File: src/rtl/key_debouncer.sv
// rtl/key_debouncer.sv - 2-FF synchronised per-key debouncer with level, pin-polarity level and press/release pulses.
// Optional auto-repeat of key_press is enabled by defining KEY_DEBOUNCE_REPEAT_EN.
module key_debouncer #(
    parameter int N_KEYS          = 4,
    parameter int DEBOUNCE_CYCLES = 1000000,
    parameter int CNT_W           = 20,
    parameter int ACTIVE_LOW      = 1,
    parameter int REPEAT_DELAY    = 25000000,
    parameter int REPEAT_PERIOD   = 5000000
) (
    input  logic              clk,
    input  logic              reset,
    input  logic [N_KEYS-1:0] key_in,
    output logic [N_KEYS-1:0] key_pio,
    output logic [N_KEYS-1:0] key_level,
    output logic [N_KEYS-1:0] key_press,
    output logic [N_KEYS-1:0] key_release
);

    localparam logic [N_KEYS-1:0] INACTIVE = (ACTIVE_LOW != 0) ? '1 : '0;
    localparam logic [CNT_W-1:0]  CNT_MAX  = CNT_W'(DEBOUNCE_CYCLES - 1);

    logic [N_KEYS-1:0] sync1;
    logic [N_KEYS-1:0] sync2;
    logic [N_KEYS-1:0] p;
    logic [N_KEYS-1:0] s;
    logic [N_KEYS-1:0] s_nxt;
    logic [CNT_W-1:0]  cnt     [N_KEYS];
    logic [CNT_W-1:0]  cnt_nxt [N_KEYS];
    logic [N_KEYS-1:0] rep_fire;

    // Normalised so that 1 always means pressed, whatever the pin polarity.
    assign p = sync2 ^ INACTIVE;

    always_ff @(posedge clk) begin
        if (reset) begin
            sync1 <= INACTIVE;
            sync2 <= INACTIVE;
        end else begin
            sync1 <= key_in;
            sync2 <= sync1;
        end
    end

    always_comb begin
        s_nxt = s;
        for (int i = 0; i < N_KEYS; i++) begin
            cnt_nxt[i] = '0;
            if (p[i] != s[i]) begin
                if (cnt[i] == CNT_MAX) begin
                    s_nxt[i] = p[i];
                end else begin
                    cnt_nxt[i] = cnt[i] + CNT_W'(1);
                end
            end
        end
    end

    always_ff @(posedge clk) begin
        if (reset) begin
            s <= '0;
            for (int i = 0; i < N_KEYS; i++) begin
                cnt[i] <= '0;
            end
        end else begin
            s <= s_nxt;
            for (int i = 0; i < N_KEYS; i++) begin
                cnt[i] <= cnt_nxt[i];
            end
        end
    end

`ifdef KEY_DEBOUNCE_REPEAT_EN
    localparam int RPT_MAX = (REPEAT_DELAY > REPEAT_PERIOD) ? REPEAT_DELAY : REPEAT_PERIOD;
    localparam int RPT_W   = $clog2(RPT_MAX + 1);
    localparam logic [RPT_W-1:0] RPT_FIRST = RPT_W'(REPEAT_DELAY - 2);
    localparam logic [RPT_W-1:0] RPT_NEXT  = RPT_W'(REPEAT_PERIOD - 2);

    logic [RPT_W-1:0]  rpt [N_KEYS];
    logic [N_KEYS-1:0] rpt_on;

    // rpt restarts the cycle after each press pulse, so firing at limit-2 lands exactly one delay after the pulse.
    always_comb begin
        rep_fire = '0;
        for (int i = 0; i < N_KEYS; i++) begin
            rep_fire[i] = s[i] & key_level[i] & ~key_press[i]
                        & (rpt[i] == (rpt_on[i] ? RPT_NEXT : RPT_FIRST));
        end
    end

    always_ff @(posedge clk) begin
        if (reset) begin
            rpt_on <= '0;
            for (int i = 0; i < N_KEYS; i++) begin
                rpt[i] <= '0;
            end
        end else begin
            for (int i = 0; i < N_KEYS; i++) begin
                if (!key_level[i] || key_press[i]) begin
                    rpt[i] <= '0;
                end else begin
                    rpt[i] <= rpt[i] + RPT_W'(1);
                end
                if (!key_level[i]) begin
                    rpt_on[i] <= 1'b0;
                end else if (rep_fire[i]) begin
                    rpt_on[i] <= 1'b1;
                end
            end
        end
    end
`else
    assign rep_fire = '0;
`endif

    // Edge pulses come from comparing the stable state with the registered level it is about to replace.
    always_ff @(posedge clk) begin
        if (reset) begin
            key_level   <= '0;
            key_pio     <= INACTIVE;
            key_press   <= '0;
            key_release <= '0;
        end else begin
            key_level   <= s;
            key_pio     <= s ^ INACTIVE;
            key_press   <= (s & ~key_level) | rep_fire;
            key_release <= ~s & key_level;
        end
    end

endmodule

File: config.mk
export PLATFORM = sky130hd
export DESIGN_NAME = key_debouncer
export DESIGN_NICKNAME = d
export VERILOG_FILES = /design/src/rtl/key_debouncer.sv
export SDC_FILE = /design/constraint.sdc
export NUM_CORES = 1
export LEC_CHECK = 0
export CAP_MARGIN = 0
export CORE_MARGIN = 3
export CORE_UTILIZATION = 56
export DETAILED_ROUTE_END_ITERATION = 10
export PLACE_DENSITY = 0.75
export SLEW_MARGIN = 15
export SYNTH_ARGS = -nofsm -noshare
export SYNTH_HDL_FRONTEND = slang
export SYNTH_SLANG_ARGS = --single-unit
File: constraint.sdc
create_clock -name clk -period 4.2 [get_ports clk]
set_input_delay 1.26 -clock clk [delete_from_list [all_inputs] [get_ports clk]]
set_output_delay 1.26 -clock clk [all_outputs]
set_load 0.02 [all_outputs]
==> flow_summary.toml <==
[cts]
worst_skew_pair.late_latency_ns = 0.36
htreeDepth = 3
cts_resized = 0
path_clk_slew_ns = 0.09
cts_sinks = 108
cts.path.max_buffers = 2
cts_buffers = 9
root_buffer = "clkbuf_8"
cts_setup_buffers = 0
ctsHoldBuffers = 0
cts_tree = "built"

[synthesis]
seq_area_frac_synth_pct = 48.3
syn_inst = 487
syn_avg_cell_area_sq_um = 9.18
synth_common_cells = "108 x dfxtp_1, 78 x nor2_1, 42 x xnor2_1"
yosysUniqueCellTypes = 41
ys_async_sr_fraction_pct = 0
ys_ff_latch = 108
synth_enable_flop_cells = 0
yosys-top-cells-area = "dfxtp_1 48%, xnor2_1 8.2%, nor2_1 6.5%"
yosysTopAreaCellShare_pct = 48.3
yosys_warnings = 0
syn_area_sq_um = 4470
synth-main-ff-cell = "dfxtp_1"
yosysTopAreaCell = "dfxtp_1"
synth_most_common_cell = "dfxtp_1"
synth_fp_nets = 497

[setup_path]
cp_cell_sequence = "clkdlybuf4s50_1"
reg2reg_slack_ns = 2.01
worst-endpoint-arrival_ns = 1.36
cp_num_buf_inv = 1
ff2ff_path_depth = 4
cp-start-kind = "register"
crit_slowest_cell = "clkdlybuf4s50_1"
required_ns = 2.94
reg2reg_to = "cnt[0][16]$_SDFF_PP0_"
r2r-start = "cnt[0][6]$_SDFF_PP0_"
critPathMaxFanout = 3
cp-end-kind = "output port"
max_stage_delay_ns = 0.62
path_depth = 1
cp_top_family = "buffers and inverters"
crit_type = "register to output port"

[sta]
clock-skew-final_ns = 0.00681
clock.fmax_mhz = 381
hold_viol = 0
finalCritPeriodShare_pct = 62.4
fin_crit_ns = 2.62
tightest_slew_ns = 0.635
slew_headroom_pct = 57.3
setup_slack_ns = 1.58
final_max_slew_viol_count = 0
rsz0062_at_grt = "false"
whs_ns = 0.417
final.setup.tns_ns = 0
setup_violations = 0

[place]
port_buffers = 21
hpwl_mm = 5.57
place_ws_ns = 1.32
gp_congestion = 0.810

[hold_path]
hp-start = "sync1[0]$_SDFF_PP1_"
hold_path.class = "register to register"
min_to = "sync2[0]$_SDFF_PP1_"
worstHoldPathCells = 1

[grt]
grt_pass1_wl_mm = 13.6
grt_max_degree = 23
grt_overflow_total = 0
use_met2_pct = 31.4
grtUsageMet1_pct = 23.3
antenna_found_initial = 0
grtUsageMet3_pct = 5.05
track_usage_pct = 18.7
grt_pass1_vias = 3110
top_usage_layer = "met2"

[detailed_routing]
firstDrtPassIters = 4
drcViolationCount = 0
wl_per_cell_um = 12.9
vias = 3346
ant_nets = 0
drtIter0Drc = 111
routed_via_density = 5.46
finalWirelength_mm = 7.90

[floorplan]
dieArea_sq_um = 9100
start_util_pct = 59.8
die_height_um = 95.4
core_area_sq_um = 7490
rows = 31
dieWidth_um = 95.4
io_pins = 22

[cells_and_area]
syn_to_final_growth_pct = 10.4
final_util_pct = 66.0
diodes = 0
drive_gt1_share_pct = 7.78
fin_nets = 519

[power_and_ir_drop]
total_power_uw = 1640
p_leak_uw = 0.00148
ir_drop_mv = 0.189
p_per_area_nw_per_um2 = 333

[run]
cap_violations = 0

[outcome]
status = "complete, no violations"
cell type report:
cell class	instances	area [sq um]
clock inverter	2	17.5
inverter	21	78.8
fill	627	2550
multi-input combinational	347	2160
sequential	108	2160
clock buffer	14	173
tap	99	124
timing repair buffer	22	218
cell families (layout without fill, tap and decap cells):
| group | Yosys count | after routing | synth area share (%) |
|---|---|---|---|
| simple gates | 239 | 239 | 29.3 |
| flops | 108 | 108 | 48.3 |
| xor+xnor | 60 | 60 | 11.7 |
| compound gates | 44 | 44 | 6.18 |
| buf+inv | 32 | 59 | 3.27 |
| fa+ha+maj | 4 | 4 | 1.12 |
where the power goes:
part	internal (uW)	leakage (uW)	switching, uW	total (uW)
combinational	9.65	0.000507	11.6	21.3
clock	268	0.0000969	325	593
sequential	1030	0.000872	2.68	1030
registers in the layout, summed over array words and instances (netlist names):
register     count
key_level        4
cnt             80
sync2            4
key_press        4
sync1            4
s                4
key_pio          4
key_release      4
routing by layer:
layer / vias up / wire (um)
met5: - / 0
met4: 0 / 67
met3: 6 / 289
li1: 1737 / -
met1: 1554 / 3700
met2: 49 / 3850
worst max path at each step:
stage / startpoint / to / slack (ns)
after detailed placement: reset / cnt[1][13]$_SDFF_PP0_ / 1.32
final: key_level[0]$_SDFF_PP0_ / key_level[0] / 1.58
after global placement: reset / cnt[2][9]$_SDFF_PP0_ / 1.36
after global routing: key_level[0]$_SDFF_PP0_ / key_level[0] / 1.52
after floorplan: reset / sync1[1]$_SDFF_PP1_ / 2.19
after CTS: key_level[0]$_SDFF_PP0_ / key_level[0] / 1.54
per-stage QoR:
step | instance area (sq um) | cells
after detailed placement | 4750 | 597
final | 4940 | 613
after floorplan | 4470 | 487
after global routing | 4940 | 613
after CTS | 4940 | 613
after global placement | 4750 | 597
placed cells by master, fill, tap and decap left out, types with 3 or more instances in the layout:
cell | synthesis | layout
nand3b_1 | 3 | 3
nand2_1 | 23 | 23
nand3_1 | 25 | 25
dfxtp_1 | 108 | 108
and4_1 | 6 | 6
nor2_1 | 78 | 78
a31o_2 | 4 | 4
or2_2 | 9 | 9
or4_4 | 4 | 4
nor2b_1 | 4 | 4
nand4_1 | 23 | 23
nor4b_1 | 4 | 4
a311oi_1 | 3 | 3
xnor2_1 | 42 | 42
a21oi_1 | 20 | 20
o21ai_0 | 10 | 10
nor3_1 | 12 | 12
clkbuf_8 | 0 | 12
and3_1 | 7 | 7
o31ai_1 | 3 | 3
xor2_1 | 18 | 18
nor4_1 | 15 | 15
nor3b_1 | 5 | 5
or3_1 | 7 | 7
clkdlybuf4s50_1 | 0 | 21
ha_1 | 4 | 4
inv_1 | 21 | 21
Note: power is estimated with default switching activity, not from simulation.
